**src/rtl/ex_operand_stage.sv**
```systemverilog
`default_nettype none
`timescale 1ns/1ps
// ============================================================================
// Module   : ex_operand_stage
// Brief    : ID/EX pipeline register with forwarding, immediate select and
//            load-use hazard detection feeding the ALU.
// Revision : 1.0 - initial release
// ============================================================================
module ex_operand_stage #(
  parameter int XLEN = 32,
  parameter int RW   = 5
) (
  input  logic            clk,
  input  logic            reset,
  input  logic            id_valid,
  input  logic [XLEN-1:0] id_rs_data,
  input  logic [XLEN-1:0] id_rt_data,
  input  logic [RW-1:0]   id_rs,
  input  logic [RW-1:0]   id_rt,
  input  logic [RW-1:0]   id_rd,
  input  logic [15:0]     id_imm,
  input  logic            id_zero_ext,
  input  logic            id_uses_rt,
  input  logic            id_alusrc,
  input  logic [2:0]      id_aluop,
  input  logic            id_regdst,
  input  logic            id_regwrite,
  input  logic            id_memread,
  input  logic            id_memwrite,
  input  logic            id_memtoreg,
  input  logic            hold,
  input  logic            flush,
  input  logic            exm_regwrite,
  input  logic [RW-1:0]   exm_wreg,
  input  logic [XLEN-1:0] exm_result,
  input  logic            mwb_regwrite,
  input  logic [RW-1:0]   mwb_wreg,
  input  logic [XLEN-1:0] mwb_data,
  output logic            stall,
  output logic            ex_valid,
  output logic [XLEN-1:0] alu_a,
  output logic [XLEN-1:0] alu_b,
  output logic [2:0]      alu_op,
  output logic [XLEN-1:0] store_data,
  output logic [RW-1:0]   ex_wreg,
  output logic            ex_regwrite,
  output logic            ex_memread,
  output logic            ex_memwrite,
  output logic            ex_memtoreg
);

  logic            r_valid;
  logic [XLEN-1:0] r_rs_data;
  logic [XLEN-1:0] r_rt_data;
  logic [RW-1:0]   r_rs;
  logic [RW-1:0]   r_rt;
  logic [RW-1:0]   r_wreg;
  logic [XLEN-1:0] r_ext_imm;
  logic            r_alusrc;
  logic [2:0]      r_aluop;
  logic            r_regwrite;
  logic            r_memread;
  logic            r_memwrite;
  logic            r_memtoreg;

  logic [XLEN-1:0] w_ext_imm;
  logic [XLEN-1:0] w_fwd_rs;
  logic [XLEN-1:0] w_fwd_rt;

  assign w_ext_imm = {{(XLEN-16){~id_zero_ext & id_imm[15]}}, id_imm};

  always_ff @(posedge clk) begin
    if (reset) begin
      r_valid    <= 1'b0;
      r_rs_data  <= '0;
      r_rt_data  <= '0;
      r_rs       <= '0;
      r_rt       <= '0;
      r_wreg     <= '0;
      r_ext_imm  <= '0;
      r_alusrc   <= 1'b0;
      r_aluop    <= 3'b000;
      r_regwrite <= 1'b0;
      r_memread  <= 1'b0;
      r_memwrite <= 1'b0;
      r_memtoreg <= 1'b0;
    end else if (!hold) begin
      if (flush || stall) begin
        // Bubble: operand fields are don't-care once valid and controls drop.
        r_valid    <= 1'b0;
        r_aluop    <= 3'b000;
        r_regwrite <= 1'b0;
        r_memread  <= 1'b0;
        r_memwrite <= 1'b0;
        r_memtoreg <= 1'b0;
      end else begin
        r_valid    <= id_valid;
        r_rs_data  <= id_rs_data;
        r_rt_data  <= id_rt_data;
        r_rs       <= id_rs;
        r_rt       <= id_rt;
        r_wreg     <= id_regdst ? id_rd : id_rt;
        r_ext_imm  <= w_ext_imm;
        r_alusrc   <= id_alusrc;
        r_aluop    <= id_aluop;
        r_regwrite <= id_regwrite & id_valid;
        r_memread  <= id_memread  & id_valid;
        r_memwrite <= id_memwrite & id_valid;
        r_memtoreg <= id_memtoreg & id_valid;
      end
    end
  end

  // EX/MEM is the younger producer, so it takes precedence; $0 is never forwarded.
  always_comb begin
    w_fwd_rs = r_rs_data;
    if (r_rs != '0 && exm_regwrite && exm_wreg == r_rs)
      w_fwd_rs = exm_result;
    else if (r_rs != '0 && mwb_regwrite && mwb_wreg == r_rs)
      w_fwd_rs = mwb_data;
  end

  always_comb begin
    w_fwd_rt = r_rt_data;
    if (r_rt != '0 && exm_regwrite && exm_wreg == r_rt)
      w_fwd_rt = exm_result;
    else if (r_rt != '0 && mwb_regwrite && mwb_wreg == r_rt)
      w_fwd_rt = mwb_data;
  end

  assign alu_a      = w_fwd_rs;
  assign alu_b      = r_alusrc ? r_ext_imm : w_fwd_rt;
  assign store_data = w_fwd_rt;
  assign alu_op     = r_aluop;

  assign ex_valid    = r_valid;
  assign ex_wreg     = r_valid ? r_wreg : '0;
  assign ex_regwrite = r_valid & r_regwrite;
  assign ex_memread  = r_valid & r_memread;
  assign ex_memwrite = r_valid & r_memwrite;
  assign ex_memtoreg = r_valid & r_memtoreg;

  // A load in EX cannot supply its value until MEM, so a dependent decode must wait.
  assign stall = id_valid & r_valid & ex_memread & (r_rt != '0)
               & ((r_rt == id_rs) | (id_uses_rt & (r_rt == id_rt))) & ~hold;

endmodule
`default_nettype wire

```
**config.mk**
```make
export PLATFORM = sky130hd
export DESIGN_NAME = ex_operand_stage
export DESIGN_NICKNAME = d
export VERILOG_FILES = /design/src/rtl/ex_operand_stage.sv
export SDC_FILE = /design/constraint.sdc
export NUM_CORES = 1
export LEC_CHECK = 0
export BUFFER_PORTS_ARGS = -buffer_cell sky130_fd_sc_hd__buf_2
export CAP_MARGIN = 20
export CORE_ASPECT_RATIO = 0.8
export CORE_MARGIN = 1.5
export CORE_UTILIZATION = 40
export CTS_CLUSTER_SIZE = 40
export DETAILED_ROUTE_END_ITERATION = 12
export HOLD_SLACK_MARGIN = 0.15
export PLACE_DENSITY = 0.67
export RECOVER_POWER = 50
export REMOVE_ABC_BUFFERS = 1
export SYNTH_ARGS = -nofsm -noshare
export SYNTH_HDL_FRONTEND = slang
export SYNTH_SLANG_ARGS = --single-unit
```
**constraint.sdc**
```tcl
create_clock -name clk -period 4.99 [get_ports clk]
set_clock_uncertainty 0.1 [all_clocks]
set_input_delay 0.2495 -clock clk [delete_from_list [all_inputs] [get_ports clk]]
set_output_delay 0.2495 -clock clk [all_outputs]
set_load 0.02 [all_outputs]
```
==> run summary, run 1 <==
For this run, the post-layout net count is 1564. In the global route stage, met1 resource usage came out at 38.5%. CTS saw 105 sinks. Counting flops with a built-in enable in the synthesized netlist gives 0. Post-synthesis to final-layout area growth: 25.6%. At the placement stage, the worst setup path has a slack of 1620 ps. Gate count after technology mapping: 1142.

The count of input and output buffers is 296, and the wire length per cell is 19.1 microns. Yosys attributes the largest share of cell area to dfxtp_1 26%, nand3_1 11%, a22oi_1 7.4%, and3_1 7.0%, nor2b_1 6.9%. Clock-pin slew was measured on the worst setup and hold paths at 80 ps.

Setup repair after global routing left no endpoint under its margin. The tools report the number of gates resized after CTS as 0. Of the available clock period, the critical path in the final layout requires 85.0%. For this design the top-level I/O count stands at 297.

The logs give 25.7% for the sequential share of the synthesized area and 917 uW for the total net switching power. The floorplan has 46 rows. The completed layout was analyzed and its total power is 2530 uW. Synthesis inferred 105 register bits.

The part of the power in the clock network is 30.9%, and the die outline width is 163 microns. Based on the critical path, the design can be clocked at up to 236 MHz. The initial cell density of the core was 41.0%; the final count of pins violating max slew was 42. Fraction of synthesized cell area taken by the top area cell type: 25.7%.

VDD sags by at most 141 uV. In the synthesized netlist the async set-or-reset flop fraction comes to 0%. Clock latency on the worst-skew pair, taken at its later pin, is 350 ps. In this run the worst path has a maximum fanout of 54.

Quantity of hold-fixing buffers added after cts: 40. TritonCTS built the clock tree. Dividing total power by cell area gives a power density of 246 nW/um^2. The hold violation count in the final report is 0. The element type at the critical path start was a flip-flop. The tools report the total die area as 21300 sq um. The number of vias after detailed routing is 9713. In the routed design, unresolved DRC markers number 0. The run gives 0 as the total congestion overflow. The region available for standard cell placement spans 19900 sq um. Entering global routing, the biggest net connects 65 pins.

The tools report the remaining antenna violation count as 0. STA puts the critical path data required time at 5180 ps. Dividing the synthesized area by the synthesized cell count gives 7.15 sq um.

Of the cells placed in the final design, the portion with a size suffix greater than 1 is 23.0%. For the worst setup path, the data arrival time is 4430 ps. The tree is rooted in a clkbuf_16.

In the synthesized netlist the dominant register cell turns out to be dfxtp_1. Setup violations remaining at the end of the flow were counted as 0. The initial antenna violation count came out at 1. The mapped netlist covers 8170 sq um.

Of the total power, the share spent switching nets is 36.3%. The number of setup buffers added after CTS is 0. Global routing used 5.68% of the available met3 tracks. For this block, the routed nets add up to 31400 microns of wire. Via count normalized by instance count: 5.90. At the end of routability-driven placement, the weighted congestion stood at 0.857. No sink is reached through more buffers than the 2 on the longest clock path. The run gives 1 as the total of max-cap violations.

Type of the most critical hold path: input port to flip-flop. During synthesis, Yosys emitted a total of 0 warnings. Counting the fill cells in the layout gives 2040. The run gives -37.5% as the relative slew slack. The first global-routing pass estimated 47700 microns of wire. In this run the most used layer during global routing was met2. The worst setup path is captured at a flip-flop. For the pin with the worst max-slew slack, the measured transition is 2060 ps.

The clock period could shrink to 4240 ps. The tools report the estimated wirelength of the detail-placed design as 19800 microns. From bottom edge to top edge, the die measures 131 microns. For this design the static power due to leakage is 0.00445 uW. Library cell occupying the most area in the post-synthesis netlist: dfxtp_1. The part of the total power dissipated in combinational logic is 30.9%, and the H-tree depth is 3.

Worst setup path category: flip-flop to flip-flop. For the total routing resource utilization after global routing, the log shows 28.4%. The global-route track usage on met2 came out at 45.6%.

The logs give 8835 for the via count of the first global-routing pass and 804 for the DRC violation total after the first TritonRoute iteration. The flow ran to the end, but the final reports show violations. The count of distinct cell types in the synthesized netlist is 41.

The final reports fail on capacitance limit, slew limit. The logs give 749 ps for the final worst slack and 5 for the detailed-routing iteration count for the pre-antenna-repair pass. The number of buffers created by CTS came out at 9.

Cell internal power was estimated by the tool at 1610 uW. Per report_power, the sequential group accounts for 38.2% of the total.
[final cells by class]
cell class | instances | area, sq um | share of cell area, %
Tap cell | 264 | 330 | 3.22
Sequential cell | 105 | 2100 | 20.5
Clock buffer | 9 | 225 | 2.20
Antenna cell | 1 | 2.50 | 0.0244
Timing Repair Buffer | 349 | 1920 | 18.7
Clock inverter | 7 | 87.6 | 0.854
Inverter | 6 | 22.5 | 0.220
Multi-Input combinational cell | 906 | 5570 | 54.3
[synthesized netlist by cell type (all sizes together) (4+ instances only)]
cell type  count
nand2        143
nor2b         90
a31oi         15
o21ai         33
xnor2         26
inv            6
nand3        174
buf           40
a32o           5
and4          17
a22oi         81
a22o           4
a211oi        28
mux2          20
o31ai         32
nor2          38
clkbuf        85
dfxtp        105
mux2i         32
nand4         27
and2          11
o211ai         4
nor3          17
and3          92
xor2           4
[power groups by stage]
stage	Clock, uW	Sequential, uW	Combinational, uW
finish	780	966	782
global route	821	974	846
CTS	793	964	785
detailed placement	0	982	760
global placement	0	983	751
floorplan	0	963	455
[through the flow]
stage	util (%)	TNS [ps]	instances	instance area, sq um	hold WS [ps]
2_1_floorplan	-	-41240	1017	7650	222
3_3_place_gp	48.3	0	1590	9620	338
3_5_place_dp	48.3	0	1590	9620	341
4_1_cts	51.9	0	1646	10300	151
5_1_grt	51.5	0	1646	10300	167
6_report	51.5	0	1647	10300	161
[final timing paths]
path                                from                          to  slack [ps]  cells after the start
hold / removal             id_rt_data[3]   r_rt_data[3]$_SDFFE_PP0P_         160                      4
hold reg to reg   r_wreg[4]$_SDFFE_PP0P_      r_wreg[4]$_SDFFE_PP0P_         360                      2
setup / recovery    r_rt[3]$_SDFFE_PP0P_  r_rs_data[31]$_SDFFE_PP0P_         750                      6
setup reg to reg    r_rt[3]$_SDFFE_PP0P_  r_rs_data[31]$_SDFFE_PP0P_         750                      6
[routing by layer]
metal  vias to the layer above  routed length (microns)  share of wire (%)
met1                      4575                    13800                 44
met5                         -                       13              0.041
met2                       474                    14200                 45
met4                         2                      573                1.8
li1                       4624                        -                  -
met3                        38                     2810                8.9
[cell usage in the layout (no fill, tap or decap), drive strengths merged, types with 2 or more instances in the layout]
master,synthesis,routed
or4,2,2
nor4,2,2
buf,40,264
mux2,20,20
a22o,4,4
xnor2,26,26
a22oi,81,81
dlygate4sd3,0,40
and2,11,11
dfxtp,105,105
or2,3,3
nor2,38,38
nand3,174,174
a32o,5,5
o31ai,32,32
inv,6,9
nand4,27,27
a211oi,28,28
clkbuf,85,54
nor3,17,17
xor2,4,4
clkinvlp,0,2
a32oi,3,3
and3,92,92
mux2i,32,32
nor2b,90,90
a31oi,15,15
o211ai,4,4
and4,17,17
o21ai,33,33
nand2,143,143
[logic make-up after synthesis]
| logic type | count (synthesis) | synth area share [%] |
|---|---|---|
| AND/OR/NAND/NOR | 616 | 39.4 |
| AO/OA/AOI/OAI | 208 | 18.4 |
| buffers and inverters | 131 | 6.64 |
| flip-flops | 105 | 25.7 |
| multiplexers | 52 | 6.68 |
| XOR/XNOR | 30 | 3.22 |
[worst max-delay path: stages, from the launching register on]
cell,delay (ps)
dfxtp_1,510
or4_1,220
or2_2,650
and2_4,740
clkbuf_1,1540
nand3_1,190
nand3_1,180
[sequential cells by signal (all words and copies together), names as in the netlist]
| register | cells |
|---|---|
| r_rs_data | 32 |
| r_rt_data | 32 |
| r_ext_imm | 17 |
| r_rs | 5 |
| r_rt | 5 |
| r_wreg | 5 |
| alu_op | 3 |
| ex_valid | 1 |
| r_alusrc | 1 |
| r_memread | 1 |
| r_memtoreg | 1 |
| r_memwrite | 1 |
| r_regwrite | 1 |
Power figures use the tool's default switching activity.
==> run 2, diff against run 1 <==
--- a/config.mk
+++ b/config.mk
@@ -13,7 +13,7 @@
 export CTS_CLUSTER_SIZE = 40
 export DETAILED_ROUTE_END_ITERATION = 12
 export HOLD_SLACK_MARGIN = 0.15
-export PLACE_DENSITY = 0.67
+export PLACE_DENSITY = 0.69
 export RECOVER_POWER = 50
 export REMOVE_ABC_BUFFERS = 1
 export SYNTH_ARGS = -nofsm -noshare
==> constraint.sdc (replaced) <==
create_clock -name clk -period 3.55 [get_ports clk]
set_clock_uncertainty 0.1 [all_clocks]
set_input_delay 0.1775 -clock clk [delete_from_list [all_inputs] [get_ports clk]]
set_output_delay 0.1775 -clock clk [all_outputs]
set_load 0.02 [all_outputs]
==> run 2 against run 1 <==
The flow now finishes without violations. First-iteration DRC count rose by 15%. Via count rose by 4.8%. Register-to-register slack got worse by 500 ps. Die area did not move. Sequential share of layout area fell by 1.4 points. Utilization rose by 3.8 points. Clock power rose by 25%. Flip-flop and latch count did not move. Wire length rose by 2.7%. Setup slack got worse by 540 ps. Critical path type is now flip-flop to primary output. Highest routed layer is now met4.
==> run summary, run 2 (synthesis gave the netlist of run 1 again) <==
The run gives 93 (+43%) as the pin count of the biggest net entering global routing. Number of clock sinks: 105 (unchanged). The switching fraction of total power was 36.2% (about the same). The number of top-level pins was 297 (unchanged). The largest individual stage delay along the critical path comes from the cell nand2_1.

The leakage power is 0.00479 uW (+7.5%). The capturing element type of the critical path was a primary output. The tools report the remaining antenna violation count as 0 (unchanged). The wire length per cell works out to 18.7 microns (-1.7%). For the total net switching power, the log shows 1280 uW (+39%).

The power density over the cells came out at 320 nW/um^2 (+30%). The part of the total power dissipated in combinational logic came out at 34.0% (+3.1 points). The tools report the element type at the critical path start as a flip-flop. The number of placement rows is 46 (unchanged). In this run the critical register-to-register path is launched from r_rt[0]$_SDFFE_PP0P_. The tools report the total routing resource utilization after global routing as 29.4% (+1.0 points). The logs give 27.7% (-3.2 points) for the part of the power in the clock network and 41.0% (unchanged) for the initial cell density of the core. The estimated wirelength of the detail-placed design was 20000 microns (+1.1%). The total die area is 21300 sq um (unchanged), and the via count of the first global-routing pass is 9620 (+8.9%). For the detailed-routing iteration count for the pre-antenna-repair pass, the log shows 7 (+2). The worst setup path is of the flip-flop to primary output kind. Setup repair after global routing left no endpoint under its margin.

The design area is 11000 sq um (+7.3%). The logs give 0 (-100%) for the final count of pins violating max slew and 38.3% (about the same) for the part of the power in registers. For the placer's final routability congestion estimate, the log shows 0.965 (+13%). The relative slew slack came out at 18.0% (+55 points). Via count normalized by instance count: 5.92 (+0.30%).

The signal on the critical path passes through or4_4 > or2_2 > nand2_1 > nor3_1 > clkbuf_2. The tools report the total power after layout as 3520 uW (+39%). The peak clock frequency supported by timing was 299 MHz. The final worst slack came out at 205 ps (-544 ps). The cell sitting at the root of the clock tree is a clkbuf_16.

The total of max-cap violations was 0 (-1); the number of nets in the finished design was 1638 (+4.7%). The post-placement setup slack was 600 ps (-1020 ps). The library cell used most frequently in the layout, excluding fill and tap cells, is buf_2. The final wirelength came out at 32300 microns (+2.7%). The top cell types in the final layout, fill and taps aside, are 256 x buf_2, 173 x nand3_1, 143 x nand2_1. In the final layout, the registers with the most flip-flops are r_rs_data x32, r_rt_data x32, r_ext_imm x17. Maximum clock path buffer count: 2 (unchanged).

The core region area was 19900 sq um (unchanged). For the DRC violation total after the first TritonRoute iteration, the log shows 926 (+15%). The ratio of final minimum period to clock period was 94.2%. The count of input and output buffers is 296 (unchanged). The tightest min-delay check is of the input port to flip-flop type. The delay contributed by the slowest stage of the critical path was 950 ps (-590 ps).

Number of vias after detailed routing: 10180 (+4.8%). Floorplan die height: 131 microns (unchanged). The H-tree depth came out at 3 (unchanged). The fraction of final layout cells sized beyond drive strength 1 was 22.9% (-0.071 points). The post-synthesis to final-layout area growth was 34.8%; the measured slew at the worst slew-check pin was 1230 ps (-835 ps). Total congestion overflow: 0 (unchanged).

In this run the most critical hold path is launched from id_rt[0]. The number of remaining DRC errors is 0 (unchanged), and the internal power is 2250 uW (+39%). The tools report the source-to-sink clock delay at the later pin of the worst-skew pair as 350 ps (about the same). The run gives 3270 ps (-1910 ps) as the endpoint required time on the critical path. The run finished with clean final reports.

The initial antenna violation count was 1 (unchanged). The logs give 9 (unchanged) for the number of buffers created by CTS and 9750 sq um (+1.4%) for the post-place instance area. The smallest clock period supported by the final layout is computed as 3340 ps. The tools report the hold violation count in the final report as 0 (unchanged). The die outline width works out to 163 microns (unchanged). The most critical setup path has its startpoint at r_rt[0]$_SDFFE_PP0P_. The number of setup buffers added after CTS came out at 0 (unchanged).

The number of failing setup endpoints in the final timing report was 0 (unchanged). The global-route wire length before repair was 49800 microns (+4.5%). The worst vdd rail ir drop was 188 uV (+33%); the clock-pin slew of the registers on the worst-case setup and hold paths was 70 ps (about the same). The tools report the data arrival at the endpoint of the critical path as 3070 ps (-1360 ps). The top fanout value on the critical path was 31 (-43%).

For the final cell utilization of the core, the log shows 55.3% (+3.8 points). TritonCTS built the clock tree.
==> run 2: cell count changes in the layout (fill, tap and decap cells not counted), sizes merged <==
cell,change
inv,-1
clkbuf,-6
buf,+18
clkinvlp,+1
bufinv,-1
clkinv,+1
dlygate4sd3,+62
==> run 2: path summary, 6_finish.rpt <==
path / endpoint / slack [ps] / cells after the start
worst min register to register: r_wreg[1]$_SDFFE_PP0P_ / 360 / 2
worst max-delay path: stall / 210 / 5
worst min-delay path: r_rt[0]$_SDFFE_PP0P_ / 170 / 4
worst max register to register: r_ext_imm[16]$_SDFFE_PP0P_ / 250 / 5
==> run 2: metrics by stage <==
stage,setup TNS [ps],instances,hold WS (ps)
after floorplan,-201340,1017,150
after global placement,0,1602,297
after detailed placement,0,1602,302
after CTS,0,1720,151
after global routing,0,1721,188
final,0,1721,172
==> run 2: worst max-delay path, delay by kind of cell, from the launching register on <==
kind / cells / cell delay [ps]
buffers and inverters: 1 / 210
AND/OR/NAND/NOR: 4 / 2090
flip-flops: 1 / 400
==> run 2: routing by layer <==
layer	track usage [%]	share of wire (%)	vias up
li1	-	-	4780
met3	4.89	8.6	66
met4	10.7	2.5	0
met2	50.4	47	536
met1	37.4	42	4798
met5	0	0	-
==> run 2: cell type report <==
type,instances,area [sq um]
fill,1934,8910
tap,264,330
timing repair buffer,423,2700
antenna,1,2.50
clock buffer,9,225
multi-input combinational,906,5570
clock inverter,7,53.8
sequential,105,2100
inverter,6,22.5
==> run 2: repair_timing <==
item                                    in CTS  in global routing
resized for setup                            0                  1
endpoints found under the setup margin       0                  1
endpoints found under the hold margin       97                  0
hold buffers                               102                  0
==> run 2: power groups by stage <==
| stage | clock, uW | combinational, uW | sequential (uW) |
|---|---|---|---|
| 2_1_floorplan | 0 | 640 | 1350 |
| 4_1_cts | 999 | 1190 | 1340 |
| 5_1_grt | 1050 | 1290 | 1360 |
| 3_5_place_dp | 0 | 1100 | 1370 |
| 3_3_place_gp | 0 | 1080 | 1370 |
| 6_report | 976 | 1200 | 1350 |
==> run 3, diff against run 2 <==
==> constraint.sdc (replaced) <==
create_clock -name clk -period 3.55 [get_ports clk]
set_clock_uncertainty 0.1 [all_clocks]
set_input_delay 0.1775 -clock clk [delete_from_list [all_inputs] [get_ports clk]]
set_output_delay 0.1775 -clock clk [all_outputs]
set_load 0.1 [all_outputs]
==> run 3 against run 2 <==
Critical path depth up 2. Flip-flop and latch count stayed put. Global-route usage increased by 0.19 points. First-iteration DRC count decreased by 14%. Utilization grew 3.0 points.
==> run summary, run 3 (synthesis gave the netlist of run 1 again) <==
For the initial cell density of the core, the log shows 41.0% (unchanged). Die outline width: 163 microns (unchanged). The tools report the launching point of the worst reg2reg path as r_rt[0]$_SDFFE_PP0P_. The total congestion overflow was 0 (unchanged); the pin count of the biggest net entering global routing was 73 (-22%).

The H-tree depth is 3 (unchanged). The tools report the total routing resource utilization after global routing as 29.6% (+0.19 points). For the via count of the first global-routing pass, the log shows 9766 (+1.5%).

The power density over the cells was 393 nW/um^2 (+23%); the ratio of final minimum period to clock period was 96.8% (+2.6 points). The peak clock frequency supported by timing was 291 MHz (-2.7%); the sum of negative setup slack was 0 ps (unchanged). The number of remaining DRC errors is 0 (unchanged), and the number of cells on the worst reg-to-reg path is 6 (+1). The tools report the final count of pins violating max slew as 0 (unchanged). Clock tree synthesis selected as its root buffer the cell clkbuf_16. Number of clock sinks: 105 (unchanged). The endpoint of the worst register-to-register path is r_memread$_SDFFE_PP0N_. The destination of the worst hold path was r_rt[4]$_SDFFE_PP0P_. The library cells used most frequently in the layout, excluding fill and tap cells, are 249 x buf_2, 174 x nand3_1, 142 x nand2_1. The measured slew at the worst slew-check pin works out to 1370 ps (+145 ps). The number of buffers created by CTS was 9 (unchanged); the clock-pin slew of the registers on the worst-case setup and hold paths was 80 ps (about the same). The tools report the hold violation count in the final report as 0 (unchanged).

The final critical delay including setup and external delays came out at 3440 ps (+92.9 ps). The DRC violation total after the first TritonRoute iteration came out at 800 (-14%). The worst hold path begins at id_rt[4]. Leakage power: 0.00506 uW (+5.7%). The via count normalized by instance count is 5.92 (about the same), and the total die area is 21300 sq um (unchanged).

The data arrival at the endpoint of the critical path was 3160 ps (+90 ps); the global-route wire length before repair was 50200 microns (+0.82%). The fraction of final layout cells sized beyond drive strength 1 was 25.1% (+2.1 points); the maximum clock path buffer count was 2 (unchanged). For the number of placement rows, the log shows 46 (unchanged).

For the number of nets in the finished design, the log shows 1647 (+0.55%). Worst hold slack across all endpoints: 187 ps (+15.4 ps). The worst setup path is captured at a primary output.

The largest registers in the layout are r_rs_data x32, r_rt_data x32, r_ext_imm x17. The post-synthesis to final-layout area growth is 42.1%. The library cell used most frequently in the layout, excluding fill and tap cells, is buf_2. The run gives 8.49% (-9.5 points) as the relative slew slack.

The wire length per cell is 18.8 microns (+0.23%). The worst setup path is of the flip-flop to primary output kind. The count of input and output buffers is 296 (unchanged). The path class of the tightest hold or removal check is input port to flip-flop. The floorplan die height is 131 microns (unchanged), and the hold path depth is 4 (unchanged). The logs give 4560 uW (+30%) for the total power after layout and 0 (unchanged) for the remaining antenna violation count. TritonCTS built the clock tree. The flow ran to the end, and the final reports show no timing, DRC or antenna violations. For the worst vdd rail ir drop, the log shows 249 uV (+33%). The number of top-level pins is 297 (unchanged).

The number of vias after detailed routing is 10239 (+0.58%), and the initial antenna violation count is 1 (unchanged). The final wirelength is 32500 microns (+0.76%). For the number of failing setup endpoints in the final timing report, the log shows 0 (unchanged). STA classifies the critical path startpoint as a flip-flop. The estimated wirelength of the detail-placed design was 20900 microns (+4.4%); the detailed-routing iteration count for the pre-antenna-repair pass was 8 (+1). The endpoint required time on the critical path came out at 3270 ps (about the same). Setup repair after global routing left no endpoint under its margin. Internal reg-to-reg setup slack: 190 ps (-60 ps). The top fanout value on the critical path is 21 (-32%), and the core region area is 19900 sq um (unchanged).

The placer's final routability congestion estimate is 0.887 (-8.1%), and the total of max-cap violations is 0 (unchanged). Source-to-sink clock delay at the later pin of the worst-skew pair: 350 ps (about the same).
[run 3: cell type report]
cell class | count | area [sq um]
Fill cell | 1859 | 8310
Multi-Input combinational cell | 906 | 5570
Timing Repair Buffer | 432 | 3260
Sequential cell | 105 | 2100
Tap cell | 264 | 330
Clock buffer | 9 | 225
Clock inverter | 7 | 86.3
Inverter | 6 | 22.5
Antenna cell | 1 | 2.50
[run 3: critical path, stage by stage (launching register included)]
cell and delay (ps):
dfxtp_1 400, or4_4 580, or2_2 520, nand3_1 250, buf_4 260, a211oi_1 120, o31ai_1 420, buf_12 230
[run 3: what timing repair did]
action / in CTS / in global routing
buffers inserted: 0 / 0
gates resized for setup: 0 / 1
hold endpoints to repair: 99 / 0
hold buffers: 104 / 0
endpoints found under the setup margin: 0 / 1
[run 3: how the worst max path moves through the flow]
stage	slack (ps)	endpoint	start
finish	110	alu_b[17]	r_rt[0]$_SDFFE_PP0P_
global route	2	alu_b[17]	r_rt[0]$_SDFFE_PP0P_
CTS	130	alu_b[17]	r_rt[0]$_SDFFE_PP0P_
detailed placement	520	alu_b[17]	r_rt[0]$_SDFFE_PP0P_
global placement	610	alu_b[18]	r_rt[0]$_SDFFE_PP0P_
floorplan	-4280	alu_a[0]	r_rs[1]$_SDFFE_PP0P_
[run 3: per-stage QoR]
step / cells / util, % / instance area [sq um] / setup WS, ps
final: 1730 / 58.3 / 11600 / 112
after global routing: 1730 / 58.3 / 11600 / 2.43
after CTS: 1729 / 58.5 / 11600 / 133
after detailed placement: 1609 / 51.7 / 10300 / 518
after global placement: 1609 / 51.7 / 10300 / 605
after floorplan: 1017 / - / 7650 / -4280
[run 3: report_power, final]
group,switching (uW),total [uW],internal (uW),leakage (uW)
Sequential,72.3,1350,1280,0.000867
Clock,518,1080,564,0.000150
Combinational,1500,2130,631,0.00404
[run 3: layer usage]
metal	track usage [%]	wire, microns
met5	0	0
met4	8.36	710
met3	5.43	2880
met2	51.6	15300
met1	37.5	13600
